[src/rtl/run_ctrl_if.sv]
`default_nettype none
// ============================================================================
// Module      : run_ctrl_if
// Description : Start/halt handshake and sequencing outputs for run_ctrl.
//               The master side is the host/decoder, the slave side is
//               run_ctrl itself.
// Revision    : 1.0 - initial release
// ============================================================================
interface run_ctrl_if #(
  parameter int ADDR_W = 8,
  parameter int CNT_W  = 16
);
  logic              start;
  logic              halt_instr;
  logic              init;
  logic              pc_en;
  logic              clr_we;
  logic [ADDR_W-1:0] clr_addr;
  logic              halt;
  logic [CNT_W-1:0]  instr_count;

  modport master (
    output start,
    output halt_instr,
    input  init,
    input  pc_en,
    input  clr_we,
    input  clr_addr,
    input  halt,
    input  instr_count
  );

  modport slave (
    input  start,
    input  halt_instr,
    output init,
    output pc_en,
    output clr_we,
    output clr_addr,
    output halt,
    output instr_count
  );
endinterface
`default_nettype wire

[src/rtl/run_ctrl.sv]
`default_nettype none
// ============================================================================
// Module      : run_ctrl
// Description : Run-control sequencer. Holds the PC at 0 while start is high
//               (optionally sweep-clearing data memory), runs the program
//               after start drops, stops on a HALT instruction and counts
//               retired instructions.
// Revision    : 1.0 - initial release
// ============================================================================
module run_ctrl #(
  parameter int ADDR_W         = 8,
  parameter int CNT_W          = 16,
  parameter int CLEAR_ON_START = 1
) (
  input  wire logic   CLK,
  input  wire logic   reset_n,
  run_ctrl_if.slave   bus
);

  typedef enum logic [2:0] {
    ST_IDLE  = 3'd0,
    ST_CLEAR = 3'd1,
    ST_ARMED = 3'd2,
    ST_RUN   = 3'd3,
    ST_DONE  = 3'd4
  } state_t;

  // Where a start request lands: the clear sweep, or straight to armed.
  localparam state_t c_RESTART_ST = (CLEAR_ON_START != 0) ? ST_CLEAR : ST_ARMED;
  localparam logic [ADDR_W-1:0] c_CLR_LAST = '1;
  localparam logic [CNT_W-1:0]  c_CNT_MAX  = '1;

  state_t            r_state;
  state_t            w_state_nxt;
  logic [ADDR_W-1:0] r_clr_addr;
  logic [CNT_W-1:0]  r_instr_count;
  logic              w_pc_en;
  logic              w_cnt_clear;

  // HALT never commits: the enable drops in the same cycle the decoder flags it.
  assign w_pc_en = (r_state == ST_RUN) && !bus.halt_instr;

  // Counter is zeroed whenever we are, or are about to be, in a load phase.
  assign w_cnt_clear = (w_state_nxt == ST_CLEAR) || (w_state_nxt == ST_ARMED);

  // State register.
  always_ff @(posedge CLK) begin
    if (!reset_n) begin
      r_state <= ST_IDLE;
    end else begin
      r_state <= w_state_nxt;
    end
  end

  // Next-state decode; in RUN a host abort takes priority over HALT.
  always_comb begin
    w_state_nxt = r_state;
    case (r_state)
      ST_IDLE: begin
        if (bus.start) w_state_nxt = c_RESTART_ST;
      end
      ST_CLEAR: begin
        if (r_clr_addr == c_CLR_LAST) w_state_nxt = ST_ARMED;
      end
      ST_ARMED: begin
        if (!bus.start) w_state_nxt = ST_RUN;
      end
      ST_RUN: begin
        if (bus.start)           w_state_nxt = c_RESTART_ST;
        else if (bus.halt_instr) w_state_nxt = ST_DONE;
      end
      ST_DONE: begin
        if (bus.start) w_state_nxt = c_RESTART_ST;
      end
      default: w_state_nxt = ST_IDLE;
    endcase
  end

  // Clear-sweep address: steps once per CLEAR cycle, parked at 0 otherwise.
  always_ff @(posedge CLK) begin
    if (!reset_n) begin
      r_clr_addr <= '0;
    end else if (r_state == ST_CLEAR) begin
      r_clr_addr <= r_clr_addr + 1'b1;
    end else begin
      r_clr_addr <= '0;
    end
  end

  // Retired-instruction counter, saturating at all-ones.
  always_ff @(posedge CLK) begin
    if (!reset_n) begin
      r_instr_count <= '0;
    end else if (w_cnt_clear) begin
      r_instr_count <= '0;
    end else if (w_pc_en && (r_instr_count != c_CNT_MAX)) begin
      r_instr_count <= r_instr_count + 1'b1;
    end
  end

  assign bus.init        = (r_state == ST_CLEAR) || (r_state == ST_ARMED);
  assign bus.clr_we      = (r_state == ST_CLEAR);
  assign bus.halt        = (r_state == ST_DONE);
  assign bus.pc_en       = w_pc_en;
  assign bus.clr_addr    = r_clr_addr;
  assign bus.instr_count = r_instr_count;

endmodule
`default_nettype wire
[src/flat_wrapper.sv]
// flat-port wrapper written by rule: the top's interface ports become plain ports
module run_ctrl_flat 
#(
  parameter int ADDR_W         = 8,
  parameter int CNT_W          = 16,
  parameter int CLEAR_ON_START = 1
)
  (CLK, reset_n, bus_start, bus_halt_instr, bus_init, bus_pc_en, bus_clr_we, bus_clr_addr, bus_halt, bus_instr_count);
  run_ctrl_if #(.ADDR_W(ADDR_W), .CNT_W(CNT_W)) bus_i ();
  input  wire logic CLK;
  input  wire logic reset_n;
  input wire logic [$bits(bus_i.start)-1:0] bus_start;
  input wire logic [$bits(bus_i.halt_instr)-1:0] bus_halt_instr;
  output wire logic [$bits(bus_i.init)-1:0] bus_init;
  output wire logic [$bits(bus_i.pc_en)-1:0] bus_pc_en;
  output wire logic [$bits(bus_i.clr_we)-1:0] bus_clr_we;
  output wire logic [$bits(bus_i.clr_addr)-1:0] bus_clr_addr;
  output wire logic [$bits(bus_i.halt)-1:0] bus_halt;
  output wire logic [$bits(bus_i.instr_count)-1:0] bus_instr_count;
  assign bus_i.start = bus_start;
  assign bus_i.halt_instr = bus_halt_instr;
  assign bus_init = bus_i.init;
  assign bus_pc_en = bus_i.pc_en;
  assign bus_clr_we = bus_i.clr_we;
  assign bus_clr_addr = bus_i.clr_addr;
  assign bus_halt = bus_i.halt;
  assign bus_instr_count = bus_i.instr_count;
  run_ctrl #(.ADDR_W(ADDR_W), .CNT_W(CNT_W), .CLEAR_ON_START(CLEAR_ON_START)) u_core (.CLK(CLK), .reset_n(reset_n), .bus(bus_i));
endmodule
[config.mk]
export PLATFORM = sky130hd
export DESIGN_NAME = run_ctrl_flat
export DESIGN_NICKNAME = d
export VERILOG_FILES = /design/src/rtl/run_ctrl_if.sv /design/src/rtl/run_ctrl.sv /design/src/flat_wrapper.sv
export SDC_FILE = /design/constraint.sdc
export NUM_CORES = 1
export LEC_CHECK = 0
export CAP_MARGIN = 25
export CORE_MARGIN = 2
export CORE_UTILIZATION = 49
export DETAILED_ROUTE_END_ITERATION = 16
export GPL_TIMING_DRIVEN = 1
export PLACE_DENSITY = 0.84
export SYNTH_ARGS = -nofsm -noshare
export SYNTH_HDL_FRONTEND = slang
export SYNTH_SLANG_ARGS = --single-unit
export TNS_END_PERCENT = 100
[constraint.sdc]
create_clock -name CLK -period 1.75 [get_ports CLK]
set_input_delay 0.2625 -clock CLK [delete_from_list [all_inputs] [get_ports CLK]]
set_output_delay 0.2625 -clock CLK [all_outputs]
set_load 0.05 [all_outputs]
* Yosys cells after proc, flatten, opt, wreduce, memory -nomap -nowiden *
Index checks and enable logic that the tools add are counted.

storage, ports and cells
  flip-flop bits (word level) = 27
  bits of input ports = 4
  output and inout bits = 28
  logic and storage cells = 29

operators by class
  add/sub/neg operators = 2
  eq/ne operators = 8
  multiplexer cells = 6
  bitwise gates (word level) = 1
  reductions and logical operators = 9

operator list
  cell                   count
  $add 16x1->16 const B  1
  $ne 16x16->1 const B   1
  $mux 3                 5
  $pmux 3 s4             1
  $eq 3x2->1 const B     3
  $add 8x1->8 const B    1
  $eq 8x8->1 const B     1
  $eq 3x1->1 const B     2
  $reduce_or 2->1        2
  $eq 3x3->1 const B     1
  $logic_not 3->1        1
  $logic_and 1x1->1      2
  $logic_or 1x1->1       2
  $reduce_and 2->1       1
  $logic_not 1->1        1
  $not 1->1              1

* Depth between registers and ports, before layout *
Gate-level depths: netlist of run 1.

  depth in word-level cells = 6
  mapped depth = 6
  gate-level depth less buffers = 5

* Worst setup path after synthesis of run 1 *
Ideal clock, no wire load.

  kind = reg-to-reg
  start = register u_core.r_instr_count[0] (netlist: u_core.bus.instr_count[0])
  end = register u_core.r_instr_count[12] (netlist: u_core.bus.instr_count[12])
  setup time = 118 ps
  data arrival time = 1846 ps
  required time = 1632 ps
  path slack = -214 ps
  cell stages (with the launch flop) = 6
  buffers on the path = 0
  clock period less this slack = 1964 ps
  path through = dfxtp_1 -> ha_1 -> and2_1 -> nand3_4 -> or4_1 -> o2111a_1

between the ends
  word-level cells in the longest chain between the ends = 2
  elaborated cells between the ends (all ways) = 3
  those cells by class = 1 x add/sub; 1 x eq/ne; 1 x reduce/logical

RTL lines
  element                                                                line            source
  start: declaration                                                     run_ctrl.sv:36  logic [CNT_W-1:0] r_instr_count;
  start signal: assignment                                               run_ctrl.sv:97  r_instr_count <= r_instr_count + 1'b1;
  parallel branches: the longest is 2 deep, another holds $add 16x1->16  --

Parallel ways; which one is timed is not known.
A chain may end at the register's enable or synchronous reset.

* Worst setup path in the final report of run 1 *
  start = input bus_halt_instr
  end = output bus_pc_en

between the ends
  word-level cells in the longest chain between the ends = 2

RTL lines
  element             line                source
  start: declaration  flat_wrapper.sv:13  input wire logic [$bits(bus_i.halt_instr)-1:0] bus_halt_instr;
  $logic_not 1->1     run_ctrl.sv:41      assign w_pc_en = (r_state == ST_RUN) && !bus.halt_instr;
  $logic_and 1x1->1   run_ctrl.sv:41
  end: declaration    flat_wrapper.sv:15  output wire logic [$bits(bus_i.pc_en)-1:0] bus_pc_en;

No other way between the ends.

==> flow_metrics.env, run 1 <==
export IMPL_synth_area_per_cell_sq_um=9.05
export IMPL_ys_types=42
export IMPL_crit_arrival_ns=1.47
export IMPL_crit_required_ns=1.49
export IMPL_numCtsBuffers=3
export IMPL_cp_max_fo=8
export IMPL_slowest_delay_ns=0.45
export IMPL_clk_pin_slew_ns=0.15
export IMPL_firstDrtPassIters=6
export IMPL_routed_wl_um=3150
export IMPL_period_needed_ns=1.73
export IMPL_grt_pass1_vias=1234
export IMPL_gr_usage_all_layers=0.201
export IMPL_max_slew_margin=0.665
export IMPL_path_cells="clkdlybuf4s50_1 > and4bb_2 > buf_4 > buf_12"
export IMPL_slowest_stage="clkdlybuf4s50_1"
export IMPL_async_flop_share=0
export IMPL_peakVddDrop_mv=0.458
export IMPL_cts_sinks=27
export IMPL_clock_path_buffers=2
export IMPL_drt_initial_drc_count=52
export IMPL_drv_cap=0
export IMPL_regArea_sq_um=556
export IMPL_critPathKind="input pin to primary output"
export IMPL_gp_congestion=0.815
export IMPL_grt_pass1_wl_um=5410
export IMPL_antenna_left=0
export IMPL_start_util=0.515
export IMPL_post_place_ws_ns=-0.271
export IMPL_fin_util=0.681
export IMPL_cts_tree="done"
export IMPL_syn_nets=163
export IMPL_hold_viol=0
export IMPL_yosys_most_used_dff="dfxtp_1"
export IMPL_synth_seq_cells=27
export IMPL_yosys_warnings=0
export IMPL_nets=207
export IMPL_fin_skew_ns=0.00706
export IMPL_dieArea_sq_mm=0.00335
export IMPL_leakagePower_nw=0.705
export IMPL_cp_end_kind="primary output"
export IMPL_startpoint_type="input pin"
export IMPL_die_width_um=57.9
export IMPL_n_antenna_cell=0
export IMPL_worstMarginPinSlew_ns=0.499
export IMPL_fp_row_count=19
export IMPL_clock_latency_ns=0.33
export IMPL_grt_overflow_total=0
export IMPL_vias=1355
export IMPL_synth_top_cell_by_area="dfxtp_1"
export IMPL_drc_errors=0
export IMPL_placed_area_sq_mm=0.00183
export IMPL_layout_drive_gt1_share=0.345
export IMPL_synth_area_sq_mm=0.00142
export IMPL_synth_top_cell_area_share=0.380
export IMPL_status="complete, no violations"
export IMPL_synth_edf_count=0
export IMPL_area_growth_pct=32.2
export IMPL_cts_htree_levels=1
export IMPL_syn_inst=157
export IMPL_r2r_slack_ns=0.11
export IMPL_power_per_cell_area_mw_per_mm2=548
export IMPL_antenna_found_initial=0
export IMPL_netlist_top_cells_area="dfxtp_1, mux2i_1, nand3_1"
export IMPL_post_route_period_util=0.990
export IMPL_core_sq_mm=0.00276
export IMPL_fill_cells=220
export IMPL_synth_most_common_cell="dfxtp_1"
export IMPL_finalInstanceArea_sq_mm=0.00188
export IMPL_hold_path_class="flop to flop"
export IMPL_avgRoutedWirePerCell_um=13.6
export IMPL_ios=32
export IMPL_die_h_um=57.9
export IMPL_grt_max_degree=18
export IMPL_p_total_mw=1.03
export IMPL_maxSlewViolCount=0
export IMPL_max_freq_ghz=0.577
export IMPL_setup_violations=0
export IMPL_synth_commonest_cells="dfxtp_1, nand3_1, a21oi_1, nand2_1"
export IMPL_fin_ws_ns=0.0183
export IMPL_viasPerCell=5.87
export IMPL_ys_seq_area_frac=0.380
export IMPL_cts_root_buf="clkbuf_4"
export IMPL_rsz0062_at_grt="yes"
export IMPL_numPortBuffers=31
export IMPL_dp_final_hpwl_um=2360
export IMPL_multiInputGateArea_sq_um=867
export IMPL_fin_setup_tns_ns=0
## metal layers
metal,GRT usage,up-vias,share of wire
met5,0,-,0
met4,0.0498,0,0.0032
met3,0.0290,2,0.035
met2,0.359,34,0.51
met1,0.254,643,0.45
li1,-,676,-
## state kept, by name, summed over array words and instances, names as in the netlist
register                flops
u_core.r_state              3
u_core.bus.instr_count     16
u_core.bus.clr_addr         8
## where the power goes
| group | switching, mW | total, mW | internal (mW) |
|---|---|---|---|
| logic | 0.0680 | 0.122 | 0.0543 |
| registers | 0.00375 | 0.622 | 0.618 |
| clock network | 0.199 | 0.286 | 0.0874 |
## worst max-delay path: cells and delay by family
family,cells,cell delay [ns]
simple gates,1,0.41
buf+inv,3,0.79
## kinds of logic after synthesis
| group | count (synthesis) | synth area share |
|---|---|---|
| AOI/OAI and AO/OA | 25 | 0.118 |
| buffers and inverters | 5 | 0.0220 |
| DFF | 27 | 0.380 |
| adders and majority gates | 2 | 0.0176 |
| and+or+nand+nor | 82 | 0.356 |
| muxes | 9 | 0.0634 |
| xor gates and xnor gates | 7 | 0.0431 |
## metrics by stage
stage,std cells,hold slack [ns]
2_1_floorplan,157,0.391
3_5_place_dp,226,0.487
4_1_cts,230,0.506
5_1_grt,231,0.517
3_3_place_gp,226,0.465
6_report,231,0.502
## path summary, 6_finish.rpt
kind / end / depth (start not counted) / start
min: u_core.bus.instr_count[1]$_SDFFE_PP0P_ / 2 / u_core.bus.instr_count[1]$_SDFFE_PP0P_
max: bus_pc_en / 4 / bus_halt_instr
max reg2reg: u_core.bus.instr_count[12]$_SDFFE_PP0P_ / 5 / u_core.bus.instr_count[0]$_SDFFE_PP0P_
min reg2reg: u_core.bus.instr_count[1]$_SDFFE_PP0P_ / 2 / u_core.bus.instr_count[1]$_SDFFE_PP0P_
## cell usage in the layout (no fill, tap or decap), types with 2 or more instances in the layout
cell type / n
ha_1: 2
clkbuf_4: 3
a31oi_1: 2
or3_1: 3
a21oi_1: 10
and4_1: 2
xor2_1: 5
or4_1: 3
nor3_1: 2
o21ai_0: 3
dfxtp_2: 12
clkdlybuf4s50_1: 3
nor2b_1: 4
o31ai_1: 3
and2_1: 3
nand4_1: 4
nor2_1: 9
nand3_1: 18
xnor2_1: 2
buf_12: 4
and3_2: 2
nor2b_4: 2
mux2i_1: 9
dfxtp_1: 15
and3_1: 3
buf_4: 37
nand3b_1: 6
nor4_1: 2
nand2_1: 10
## area by class of cell
cell class | instances | share of cell area
Clock inverter | 1 | 0.00399
Sequential cell | 27 | 0.296
Multi-Input combinational cell | 125 | 0.461
Timing Repair Buffer | 44 | 0.206
Clock buffer | 3 | 0.0120
Tap cell | 31 | 0.0206
## timing repair
action                     in CTS  in global routing
gates resized for setup         2                  4
hold buffers                    0                  0
cloned                          0                  0
setup buffers                   0                  1
setup endpoints to repair       2                  3
pin swaps                       0                  0
Note: power is estimated with default switching activity, not from simulation.
==> run 2: changes to the inputs <==
--- a/config.mk
+++ b/config.mk
@@ -5,8 +5,7 @@
 export SDC_FILE = /design/constraint.sdc
 export NUM_CORES = 1
 export LEC_CHECK = 0
-export CAP_MARGIN = 25
-export CORE_MARGIN = 2
+export CORE_MARGIN = 1
 export CORE_UTILIZATION = 49
 export DETAILED_ROUTE_END_ITERATION = 16
 export GPL_TIMING_DRIVEN = 1
==> flow_metrics.env, run 2 (same netlist as run 1, synthesis figures left out) <==
export IMPL_status="complete, no violations"
export IMPL_rsz0062_at_grt="yes"
export IMPL_leakagePower_nw=0.707
export IMPL_hold_path_class="flop to flop"
export IMPL_grt_overflow_total=0
export IMPL_grt_pass1_wl_um=5400
export IMPL_slowest_stage="dfxtp_1"
export IMPL_n_antenna_cell=0
export IMPL_max_freq_ghz=0.580
export IMPL_start_util=0.515
export IMPL_crit_required_ns=1.49
export IMPL_clk_pin_slew_ns=0.16
export IMPL_post_route_period_util=0.985
export IMPL_multiInputGateArea_sq_um=870
export IMPL_core_sq_mm=0.00276
export IMPL_antenna_left=0
export IMPL_clock_path_buffers=2
export IMPL_fill_cells=226
export IMPL_fin_ws_ns=0.0255
export IMPL_ctsHoldBuffers=0
export IMPL_stdcell_count=231
export IMPL_final_common_cell="buf_4"
export IMPL_layout_drive_gt1_share=0.335
export IMPL_cts_htree_levels=1
export IMPL_drt_initial_drc_count=54
export IMPL_grt_max_degree=18
export IMPL_layout_common_cells="buf_4, nand3_1, dfxtp_1"
export IMPL_cts_tree="done"
export IMPL_slowest_delay_ns=0.35
export IMPL_fin_skew_ns=0.00360
export IMPL_cp_end_kind="primary output"
export IMPL_die_h_um=55.9
export IMPL_r2r_slack_ns=0.11
export IMPL_dieArea_sq_mm=0.00312
export IMPL_gp_congestion=0.812
export IMPL_power_per_cell_area_mw_per_mm2=549
export IMPL_regArea_sq_um=556
export IMPL_setup_violations=0
export IMPL_nets=207
export IMPL_dp_final_hpwl_um=2470
export IMPL_hold_viol=0
export IMPL_critPathKind="flop to primary output"
export IMPL_viasPerCell=6.04
export IMPL_maxSlewViolCount=0
export IMPL_max_slew_margin=0.674
export IMPL_startpoint_type="flop"
export IMPL_die_width_um=55.9
export IMPL_path_cells="buf_4 > nor2_1 > and2_1 > buf_12"
export IMPL_cp_max_fo=6
export IMPL_cts_root_buf="clkbuf_4"
export IMPL_area_growth_pct=32.6
export IMPL_placed_cells=225
export IMPL_clock_latency_ns=0.33
export IMPL_largest_reg_flops=16
export IMPL_worstMarginPinSlew_ns=0.485
export IMPL_critPathTopFamily="simple AND/OR/NAND/NOR gates"
export IMPL_gr_usage_all_layers=0.212
export IMPL_peakVddDrop_mv=0.417
export IMPL_crit_arrival_ns=1.46
export IMPL_numCtsBuffers=3
export IMPL_antenna_found_initial=0
export IMPL_avgRoutedWirePerCell_um=14.3
export IMPL_crit_buf_inv=2
export IMPL_firstDrtPassIters=6
export IMPL_ios=32
export IMPL_drv_cap=0
export IMPL_period_needed_ns=1.72
export IMPL_numPortBuffers=31
export IMPL_routed_wl_um=3310
export IMPL_post_place_ws_ns=-0.272
export IMPL_vias=1395
export IMPL_cts_sinks=27
export IMPL_drc_errors=0
export IMPL_grt_pass1_vias=1300
export IMPL_fp_row_count=19
run 2: stage by stage:
| stage | power, mW | hold slack, ns | cell area [sq um] | util | setup TNS [ns] |
|---|---|---|---|---|---|
| 2_1_floorplan | 0.704 | 0.391 | 1440 | - | -0.192 |
| 3_3_place_gp | 0.748 | 0.467 | 1820 | 0.661 | -2.14 |
| 4_1_cts | 1.03 | 0.503 | 1860 | 0.673 | -0.00678 |
| 6_report | 1.03 | 0.501 | 1880 | 0.683 | 0 |
| 3_5_place_dp | 0.752 | 0.481 | 1820 | 0.661 | -2.74 |
| 5_1_grt | 1.07 | 0.514 | 1880 | 0.683 | -0.0464 |
run 2: layout make-up:
type,instances,share of cell area
Multi-Input combinational cell,125,0.461
Timing Repair Buffer,44,0.207
Clock buffer,3,0.0120
Tap cell,31,0.0206
Clock inverter,1,0.00398
Sequential cell,27,0.295
run 2: worst paths after layout:
kind / start / cells past startpoint / endpoint
min: u_core.bus.instr_count[4]$_SDFFE_PP0P_ / 2 / u_core.bus.instr_count[4]$_SDFFE_PP0P_
max: u_core.r_state[0]$_SDFF_PN0_ / 4 / bus_halt
max reg2reg: u_core.r_state[1]$_SDFF_PN0_ / 4 / u_core.bus.instr_count[11]$_SDFFE_PP0P_
min reg2reg: u_core.bus.instr_count[4]$_SDFFE_PP0P_ / 2 / u_core.bus.instr_count[4]$_SDFFE_PP0P_
run 2: metal layers:
metal,vias to the layer above,GRT usage,part of all wire
li1,675,-,-
met1,687,0.240,0.43
met2,29,0.396,0.52
met3,4,0.0279,0.035
met4,0,0.0906,0.011
met5,-,0,0
run 2: worst reg2reg max path: stages (launching register included):
cell	delay, ns
dfxtp_1	0.46
and4bb_4	0.32
nand4_4	0.11
or4_1	0.52
a21oi_1	0.16
run 2: report_power, final:
part           internal, mW  leakage (nW)  switching (mW)
Combinational        0.0553         0.469          0.0685
Clock                0.0875        0.0139           0.201
Sequential            0.618         0.224         0.00398
run 2: what timing repair did:
| item | 4_1_cts | 5_1_grt |
|---|---|---|
| buffers inserted | 0 | 2 |
| gates resized for setup | 4 | 4 |
| endpoints found under the hold margin | 0 | 0 |
| endpoints found under the setup margin | 4 | 4 |
==> run 3: changes to the inputs <==
--- a/config.mk
+++ b/config.mk
@@ -5,7 +5,6 @@
 export SDC_FILE = /design/constraint.sdc
 export NUM_CORES = 1
 export LEC_CHECK = 0
-export CORE_MARGIN = 1
 export CORE_UTILIZATION = 49
 export DETAILED_ROUTE_END_ITERATION = 16
 export GPL_TIMING_DRIVEN = 1
==> results of run 3 <==
No change in the layout: final DEF, timing and power equal those of run 2.
